$ cat src/rtl/fft_pkg.sv
// fft_pkg: shared FFT RAM widths, read latency and arbiter enums
package fft_pkg;
  localparam int FFT_ADDR_W = 11;
  localparam int FFT_DATA_W = 28;
  localparam int FFT_RD_LAT = 2;
  typedef enum logic [1:0] {ARB, LOCK_WAIT, LOCKED} arb_state_t;
  typedef enum logic {OWN_DET, OWN_HOST} owner_t;
endpackage

$ cat src/rtl/fft_ram_arbiter_rd_return_pipe.sv
// rd_return_pipe: {valid, owner} delay line that tags each RAM read until its data returns
module rd_return_pipe
  import fft_pkg::*;
#(
  parameter int DEPTH = FFT_RD_LAT + 1
) (
  input  logic   clk,
  input  logic   reset,
  input  logic   in_valid,
  input  owner_t in_owner,
  output logic   out_valid,
  output owner_t out_owner,
  output logic   host_busy
);
  logic [DEPTH-1:0] valid_q, valid_d, host_q, host_d;
  always_comb begin
    valid_d = DEPTH'({valid_q, in_valid});
    host_d  = DEPTH'({host_q, in_owner == OWN_HOST});
  end
  always_ff @(posedge clk or posedge reset)
    if (reset) begin
      valid_q <= '0;
      host_q  <= '0;
    end else begin
      valid_q <= valid_d;
      host_q  <= host_d;
    end
  assign out_valid = valid_q[DEPTH-1];
  assign out_owner = host_q[DEPTH-1] ? OWN_HOST : OWN_DET;
  assign host_busy = |(valid_q & host_q);
endmodule

$ cat src/rtl/fft_ram_arbiter.sv
// fft_ram_arbiter: round-robin det/host arbiter for the FFT RAM read port; det lock sweep enabled by FFT_ARB_LOCK_EN
module fft_ram_arbiter
  import fft_pkg::*;
#(
  parameter int ADDR_W = FFT_ADDR_W,
  parameter int DATA_W = FFT_DATA_W,
  parameter int RD_LAT = FFT_RD_LAT
) (
  input  logic              clk,
  input  logic              reset,
  input  logic              det_req,
  input  logic [ADDR_W-1:0] det_addr,
  output logic              det_gnt,
  output logic              det_rvalid,
  output logic [DATA_W-1:0] det_rdata,
  input  logic              det_lock,
  input  logic              host_req,
  input  logic [ADDR_W-1:0] host_addr,
  output logic              host_gnt,
  output logic              host_rvalid,
  output logic [DATA_W-1:0] host_rdata,
  output logic [ADDR_W-1:0] ramaddr,
  input  logic [DATA_W-1:0] ramq,
  output logic              locked
);
  arb_state_t        state_q, state_d;
  owner_t            ptr_q, ptr_d, rown;
  logic              locked_q, locked_d, lock_in, host_elig, rv, host_busy;
  logic [ADDR_W-1:0] ramaddr_q, ramaddr_d;
  logic [DATA_W-1:0] det_hold_q, det_hold_d, host_hold_q, host_hold_d;
`ifdef FFT_ARB_LOCK_EN
  assign lock_in = det_lock;
`else
  logic unused_lock;
  assign unused_lock = det_lock | host_busy;
  assign lock_in = 1'b0;
`endif
  // a rising lock already blocks the host in the same cycle
  assign host_elig = host_req && state_q == ARB && !lock_in;
  assign det_gnt   = !reset && det_req && (!host_elig || ptr_q == OWN_DET);
  assign host_gnt  = !reset && host_elig && (!det_req || ptr_q == OWN_HOST);
  rd_return_pipe #(.DEPTH(RD_LAT + 1)) u_pipe (
    .clk(clk),
    .reset(reset),
    .in_valid(det_gnt | host_gnt),
    .in_owner(host_gnt ? OWN_HOST : OWN_DET),
    .out_valid(rv),
    .out_owner(rown),
    .host_busy(host_busy)
  );
  assign det_rvalid  = rv && rown == OWN_DET;
  assign host_rvalid = rv && rown == OWN_HOST;
  assign det_rdata   = det_rvalid ? ramq : det_hold_q;
  assign host_rdata  = host_rvalid ? ramq : host_hold_q;
  assign ramaddr     = ramaddr_q;
  assign locked      = locked_q;
  always_comb begin
    ramaddr_d   = host_gnt ? host_addr : det_gnt ? det_addr : ramaddr_q;
    ptr_d       = host_gnt ? OWN_DET : det_gnt ? OWN_HOST : ptr_q;
    det_hold_d  = det_rdata;
    host_hold_d = host_rdata;
    state_d     = state_q;
`ifdef FFT_ARB_LOCK_EN
    state_d = state_q == ARB ? (lock_in ? LOCK_WAIT : ARB) :
              !lock_in ? ARB :
              (state_q == LOCK_WAIT && !host_busy) ? LOCKED : state_q;
    ptr_d   = (state_q == LOCKED && !lock_in) ? OWN_HOST : ptr_d;
`endif
    locked_d = state_d == LOCKED;
  end
  always_ff @(posedge clk or posedge reset)
    if (reset) begin
      state_q     <= ARB;
      ptr_q       <= OWN_DET;
      locked_q    <= 1'b0;
      ramaddr_q   <= '0;
      det_hold_q  <= '0;
      host_hold_q <= '0;
    end else begin
      state_q     <= state_d;
      ptr_q       <= ptr_d;
      locked_q    <= locked_d;
      ramaddr_q   <= ramaddr_d;
      det_hold_q  <= det_hold_d;
      host_hold_q <= host_hold_d;
    end
endmodule

$ cat config.mk
export PLATFORM = sky130hd
export DESIGN_NAME = fft_ram_arbiter
export DESIGN_NICKNAME = d
export VERILOG_FILES = /design/src/rtl/fft_pkg.sv /design/src/rtl/fft_ram_arbiter_rd_return_pipe.sv /design/src/rtl/fft_ram_arbiter.sv
export SDC_FILE = /design/constraint.sdc
export NUM_CORES = 1
export LEC_CHECK = 0
export ABC_AREA = 1
export BUFFER_PORTS_ARGS = -buffer_cell sky130_fd_sc_hd__buf_2
export CORE_ASPECT_RATIO = 1.25
export CORE_MARGIN = 4
export CORE_UTILIZATION = 47
export CTS_CLUSTER_DIAMETER = 100
export DETAILED_ROUTE_END_ITERATION = 12
export GPL_ROUTABILITY_DRIVEN = 1
export PLACE_DENSITY = 0.82
export SYNTH_ARGS = -nofsm -noshare
export SYNTH_HDL_FRONTEND = slang
export SYNTH_SLANG_ARGS = --single-unit
$ cat constraint.sdc
create_clock -name clk -period 2.98 [get_ports clk]
set_clock_uncertainty 0.1 [all_clocks]
set_input_delay 0.447 -clock clk [delete_from_list [all_inputs] [get_ports clk]]
set_output_delay 0.447 -clock clk [all_outputs]
set_load 0.02 [all_outputs]
* After elaboration in Yosys (flattened, before gate mapping) *
Cells that the tools add are included.
Widths: inputs -> output; s select.

operators by class
  multiplexer cells = 8
  bitwise operators = 3
  reduce and logical (&&, ||, !) cells = 12

operators with widths
  cell               number
  $mux 28            2
  $mux 11            2
  $logic_and 1x1->1  6
  $mux 1             4
  $logic_not 1->1    3
  $logic_or 1x1->1   2
  $not 1->1          2
  $reduce_bool 2->1  1
  $or 1x1->1         1

storage, ports and cells
  flip-flop bits (word level) = 74
  input port bits = 55
  output and inout bits = 72

* Logic depth before layout (Yosys ltp) *
Gate-level depths: netlist (run 1).

  word-level depth = 5
  gate-level depth with buffers = 7
  gate-level depth less buffers = 6

* Hierarchy *
From an unflattened synthesis (run 1), not the netlist that was laid out.

unflattened totals
  cell total of the unflattened synthesis = 333
  area, all modules = 3030.4 µm²

modules (own cells, without submodules)
  module           times used  cells an instance  area an instance (µm²)  sequential area each (µm²)
  fft_ram_arbiter  1           322                2860.2                  1701.6
  rd_return_pipe   1           11                 170.2                   150.1

* Worst setup path after synthesis (run 1) *
OpenSTA, ideal clock, no wires.

  path type = input-to-output
  start point = input port reset
  end point = output port det_gnt
  data arrival time = 2.469 ns
  setup slack = -0.036 ns
  stages = 3
  cells stage by stage = inv_1 > nand3_1 > inv_1

on the way
  longest elaborated chain between the ends = 3

RTL lines
  item                            RTL line               RTL
  from (decl)                     fft_ram_arbiter.sv:10  input logic reset,
  $logic_not 1->1 (no line)       -
  $logic_and 1x1->1 (2 in a row)  fft_ram_arbiter.sv:40  assign det_gnt = !reset && det_req && (!host_elig || ptr_q == OWN_DET);
  to (decl)                       fft_ram_arbiter.sv:13  output logic det_gnt,

No other way between the ends.

* Worst setup path after layout (run 1) *
  start point = register u_pipe.valid_q[2]
  end point = output port det_rdata[7]

on the way
  longest elaborated chain between the ends = 2

RTL lines
  item                    RTL line                              RTL
  from (decl)             fft_ram_arbiter_rd_return_pipe.sv:15  logic [DEPTH-1:0] valid_q, valid_d, host_q, host_d;
  from (signal assigned)  fft_ram_arbiter_rd_return_pipe.sv:25  valid_q <= valid_d;
  $logic_and 1x1->1       fft_ram_arbiter.sv:51                 assign det_rvalid = rv && rown == OWN_DET;
  $mux 28                 fft_ram_arbiter.sv:53                 assign det_rdata = det_rvalid ? ramq : det_hold_q;
  to (decl)               fft_ram_arbiter.sv:15                 output logic [DATA_W-1:0] det_rdata,

No other way between the ends.

==> impl_metrics.toml, run 1 <==
[yosys]
yosys_warnings = 0
synth_xor_area_share_pct = 0
synth_top_family_by_area = "simple AND/OR/NAND/NOR gates"
async_flop_share_pct = 100.0
synth_compound_area_share_pct = 11.01
synth_mux_area_share_pct = 0
synth-main-ff-cell = "dfrtp_1"
synth_area_leaders = "dfrtp_1 (62%), nand2_1 (12%), inv_1 (7.2%), o21ai_0 (6.2%), nand3_1 (3.8%)"
synth.most_common_cell = "nand2_1"
syn_area_um2 = 3010
synth_adder_area_share_pct = 0
ys_ff_latch = 74
avgSynthCellArea_um2 = 9.178
synth.distinct_cells = 17
ys_seq_area_share_pct = 61.51
synth_commonest_cells = "nand2_1 (93), dfrtp_1 (74), inv_1 (58)"
syn-num-nets = 383
synth-edff-count = 0
synth_top_area_share_pct = 61.51
synth-simple-area-share_pct = 16.08
synth_area_leader_cell = "dfrtp_1"
synthCells = 328

[timing]
period_needed_ps = 2386
max_slew.worst_pin.slew_ps = 855.1
setup_tns_ps = 0
max-slew-margin-rel_pct = 42.99
max_clock_freq_mhz = 419.2
min_period_over_period_pct = 80.06
drv_slew = 0
setup_violations = 0
rsz0062_at_grt = "no"
whs_ps = 250.5
finalHoldViolCount = 0

[pwr]
p_seq_share_pct = 42.9
max-vdd-ir-drop_mv = 0.4644
power.leakage_nw = 2.308
p_comb_share_pct = 24.1
power.density_nw_per_um2 = 720.1
p_int_mw = 1.965
power_switching_uw = 869.9
p_clk_share_pct = 33.0
power_switching_share_pct = 30.69

[clock_tree]
htreeDepth = 3
cts_root_buf = "clkbuf_8"
cts.repair.resized = 0
worstSkewPairLatency_ps = 330
cts_hold_buf = 1
cts_tree = "done"
cts.path.max_buffers = 2
cts_inserted_buffers = 9
post_cts_buffers = 0
clock-sinks = 74
clkTransAtPathRegs_ps = 80

[run]
drv_cap = 0

[setup_path]
reg2reg_slack_ps = 1480
crit_start = "u_pipe.valid_q[2]"
startpoint_type = "register"
reg2reg_to = "det_hold_q[7]"
setup.worst_path.end = "det_rdata[7]"
slowest_stage = "or2_4"
crit_family = "simple AND/OR/NAND/NOR gates"
cp_num_cells = 5
cpPeakStageDelay_ps = 540
ff2ff_path_depth = 4
crit_type = "register to output port"
timing.critical_path.cells = "inv_1, or2_4, nand2_1, o21ai_1, buf_2"
end_kind = "output port"
r2r-start = "u_pipe.valid_q[2]"
critPathBufInv = 2
cp.required_ps = 2430
arrival_ps = 1840
critical_path_peak_fanout = 57

[floorplanning]
row_count = 32
die_h_um = 97.48
die_area_um2 = 7757
core-area_um2 = 6206
pin_count = 127
initial_core_util_pct = 48.51
chipWidth_um = 79.58

[place]
gp_congestion = 0.7733
post_dp_cell_area_um2 = 3676
dp_hpwl_um = 4811
port_buffers = 124

[drt]
drc = 0
dr.pass1.iters = 4
routed-via-count = 2469
totalWireLength_um = 6601
viasPerCell = 4.547
drt_iter0_drc = 59
ant_nets = 0
wl_per_cell_um = 12.16

[global_route]
grt_pass1_vias = 2468
track_usage_pct = 17.28
grt_max_degree = 73
grt_overflow = 0
grt_pass1_wl_um = 10700
antenna_found_initial = 0

[min_path]
hold_path_class = "register to register"

[final_layout]
fin_nets = 508
diodes = 0
fillers = 509
stdcell_area_um2 = 3936
area_delta_synth_final_pct = 30.76
drive_above_1_share_pct = 35.37

[run_status]
status = "complete, no violations"
-- layout make-up --
cell class	count	area [µm²]	share of cell area, %
Timing Repair Buffer	132	683.2	17.36
Clock inverter	6	112.6	2.861
Inverter	59	225.2	5.722
Sequential cell	74	1852	47.04
Tap cell	85	106.4	2.702
Clock buffer	10	137.6	3.496
Multi-Input combinational cell	177	819.5	20.82
-- registers in the layout, summed over array words and instances (netlist names) --
name / cells
host_hold_q: 28
det_hold_q: 28
ramaddr: 11
ptr_q: 1
u_pipe.valid_q: 3
u_pipe.host_q: 3
-- cells by family after synthesis --
group / count (synthesis)
simple gates: 118
other cells: 1
flops: 74
buf+inv: 77
compound gates: 58
-- per-layer routing --
| layer | wire length (µm) | global-route usage (%) | vias up |
|---|---|---|---|
| met5 | 0 | 0 | - |
| met4 | 115 | 7.937 | 0 |
| met3 | 562 | 3.896 | 10 |
| met2 | 3181 | 30.10 | 102 |
| met1 | 2742 | 19.72 | 1105 |
| li1 | - | - | 1252 |
-- worst min-delay path by stage --
stage | depth (start not counted) | slack (ps) | start | end
global route | 0 | 250 | u_pipe.host_q[1] | u_pipe.host_q[2]
global placement | 0 | 230 | u_pipe.host_q[0] | u_pipe.host_q[1]
floorplan | 0 | 230 | u_pipe.host_q[0] | u_pipe.host_q[1]
CTS | 0 | 250 | u_pipe.host_q[1] | u_pipe.host_q[2]
finish | 0 | 250 | u_pipe.host_q[1] | u_pipe.host_q[2]
detailed placement | 0 | 240 | u_pipe.host_q[0] | u_pipe.host_q[1]
-- stage by stage --
| stage | utilization [%] | std cells | setup WS [ps] | power (mW) |
|---|---|---|---|---|
| floorplan | - | 328 | 469.9 | 1.676 |
| global placement | 59.23 | 526 | 1028 | 1.899 |
| detailed placement | 59.23 | 526 | 990.1 | 1.924 |
| CTS | 63.43 | 543 | 582.5 | 2.873 |
| global route | 63.43 | 543 | 460.3 | 2.994 |
| finish | 63.43 | 543 | 594.3 | 2.835 |
-- power by group through the flow --
| stage | Sequential [mW] | Clock [mW] | Combinational [mW] |
|---|---|---|---|
| 3_5_place_dp | 1.23 | 0 | 0.693 |
| 5_1_grt | 1.23 | 1.01 | 0.753 |
| 4_1_cts | 1.22 | 0.962 | 0.695 |
| 3_3_place_gp | 1.23 | 0 | 0.674 |
| 6_report | 1.22 | 0.935 | 0.684 |
| 2_1_floorplan | 1.25 | 0 | 0.429 |
-- cells in the final DEF (no fill, tap or decap) --
| cell type | count |
|---|---|
| dfrtp_1 | 74 |
| nand2_1 | 93 |
| inv_1 | 57 |
| clkinvlp_4 | 1 |
| o21ai_1 | 10 |
| o21ai_0 | 37 |
| buf_2 | 124 |
| dlygate4sd3_1 | 1 |
| buf_4 | 7 |
| inv_2 | 1 |
| clkinv_4 | 1 |
| o21ai_2 | 11 |
| or2_4 | 1 |
| conb_1 | 1 |
| nand3_1 | 23 |
| nor2_4 | 1 |
| inv_6 | 1 |
| clkinv_2 | 1 |
| bufinv_16 | 3 |
| clkbuf_8 | 10 |
Note: power is estimated with default switching activity, not from simulation.
==> run 2: changes to the inputs <==
==> constraint.sdc (replaced) <==
create_clock -name clk -period 2.5 [get_ports clk]
set_clock_uncertainty 0.1 [all_clocks]
set_input_delay 0.375 -clock clk [delete_from_list [all_inputs] [get_ports clk]]
set_output_delay 0.375 -clock clk [all_outputs]
set_load 0.02 [all_outputs]
==> run 2 against run 1 <==
Routed wire length decreased by 1.4%. Largest power group unchanged. Sequential power increased by 19%. Die area unchanged. First-iteration DRC count decreased by 27%. Global-route usage increased by 0.22 points.
==> impl_metrics.toml, run 2 (synthesis results as in run 1) <==
[place]
gp_congestion = 0.7778
port_buffers = 124
dp_hpwl_um = 4847
post_dp_cell_area_um2 = 3676

[drt]
viasPerCell = 4.631
ant_nets = 0
drc = 0
dr.pass1.iters = 4
wl_per_cell_um = 12.01
drt_iter0_drc = 43
totalWireLength_um = 6508
routed-via-count = 2510

[final_layout]
drive_above_1_share_pct = 35.01
stdcell_area_um2 = 3920
area_delta_synth_final_pct = 30.22
fin_nets = 507
fillers = 505
diodes = 0
final_common_cell = "buf_2"
final_cell_mix = "buf_2 (124), nand2_1 (93), dfrtp_1 (74), inv_1 (57), o21ai_0 (37)"

[setup_path]
cp.required_ps = 2030
arrival_ps = 1780
r2r-start = "u_pipe.valid_q[2]"
ff2ff_path_depth = 3
reg2reg_to = "det_hold_q[27]"
slowest_stage = "or2_4"
end_kind = "output port"
cpPeakStageDelay_ps = 540
crit_type = "register to output port"
startpoint_type = "register"
crit_start = "u_pipe.valid_q[2]"
reg2reg_slack_ps = 1030
critical_path_peak_fanout = 57
timing.critical_path.cells = "inv_1, or2_4, nand2_1, o21ai_0, buf_2"

[floorplanning]
chipWidth_um = 79.58
core-area_um2 = 6206
row_count = 32
die_area_um2 = 7757
die_h_um = 97.48
pin_count = 127
initial_core_util_pct = 48.51

[timing]
max_clock_freq_mhz = 443.7
min_period_over_period_pct = 90.15
rsz0062_at_grt = "no"
period_needed_ps = 2254
drv_slew = 0
max_slew.worst_pin.slew_ps = 659.3
setup_violations = 0
finalHoldViolCount = 0
max-slew-margin-rel_pct = 56.05
setup_tns_ps = 0

[clock_tree]
cts_tree = "done"
cts_root_buf = "clkbuf_8"
clock-sinks = 74
cts.path.max_buffers = 2
htreeDepth = 3
cts_inserted_buffers = 9
cts.repair.resized = 0
worstSkewPairLatency_ps = 330
clkTransAtPathRegs_ps = 70
post_cts_buffers = 0
cts_hold_buf = 0

[min_path]
hold_path_class = "input port to asynchronous set/reset pin"

[pwr]
power.density_nw_per_um2 = 856.2
power.leakage_nw = 2.298
power.total_mw = 3.356
max-vdd-ir-drop_mv = 0.3950

[global_route]
grt_max_degree = 58
grt_pass1_wl_um = 10810
grt_overflow = 0
grt_pass1_vias = 2526
track_usage_pct = 17.50
antenna_found_initial = 0

[run]
drv_cap = 0

[run_status]
status = "complete, no violations"
run 2: changes by cell type in the layout (fill, tap and decap cells not counted):
| cell | before | now |
|---|---|---|
| inv_6 | 1 | 0 |
| clkinv_2 | 1 | 0 |
| clkbuf_1 | 0 | 2 |
| dlygate4sd3_1 | 1 | 0 |
run 2: cell type report:
| class | instances | area, µm² | area share [%] |
|---|---|---|---|
| Sequential cell | 74 | 1852 | 47.24 |
| Multi-Input combinational cell | 177 | 819.5 | 20.91 |
| Timing Repair Buffer | 131 | 673.1 | 17.17 |
| Inverter | 59 | 225.2 | 5.745 |
| Clock buffer | 12 | 145.1 | 3.703 |
| Tap cell | 85 | 106.4 | 2.713 |
| Clock inverter | 4 | 98.84 | 2.522 |
run 2: worst max-delay path by stage:
stage | cells past startpoint | end | slack [ps]
6_report | 5 | det_rdata[27] | 250
5_1_grt | 5 | det_rdata[6] | 90
4_1_cts | 5 | det_rdata[27] | 200
3_5_place_dp | 5 | det_rdata[27] | 570
3_3_place_gp | 5 | det_rdata[21] | 640
2_1_floorplan | 3 | det_gnt | 130
run 2: layer usage:
layer  GRT usage (%)  vias to the layer above  part of all wire [%]
li1                -                     1246                     -
met1           19.94                     1154                    42
met2           29.52                      103                    49
met3           5.195                        7                   8.8
met4           8.333                        0                   1.0
met5               0                        -                     0
run 2: through the flow:
step / util (%) / cells / hold slack (ps) / setup slack, ps
after floorplan: - / 328 / 231.2 / 133.9
after detailed placement: 59.23 / 526 / 235.8 / 574.3
after CTS: 63.17 / 542 / 109.6 / 200.9
after global placement: 59.23 / 526 / 232.9 / 643.6
after global routing: 63.17 / 542 / 145.4 / 87.46
final: 63.17 / 542 / 110.1 / 246.2
run 2: worst max-delay path: cells and delay by family (launching register included):
kind | cells | cell delay (ps)
AOI/OAI and AO/OA | 1 | 150
and+or+nand+nor | 2 | 650
buffers and inverters | 2 | 270
DFF | 1 | 380
run 2: where the power goes:
group          internal, mW  leakage (nW)  switching, mW  total (mW)
sequential             1.39         0.908         0.0589        1.45
combinational         0.261          1.27          0.552       0.813
clock                 0.693         0.121          0.405        1.10
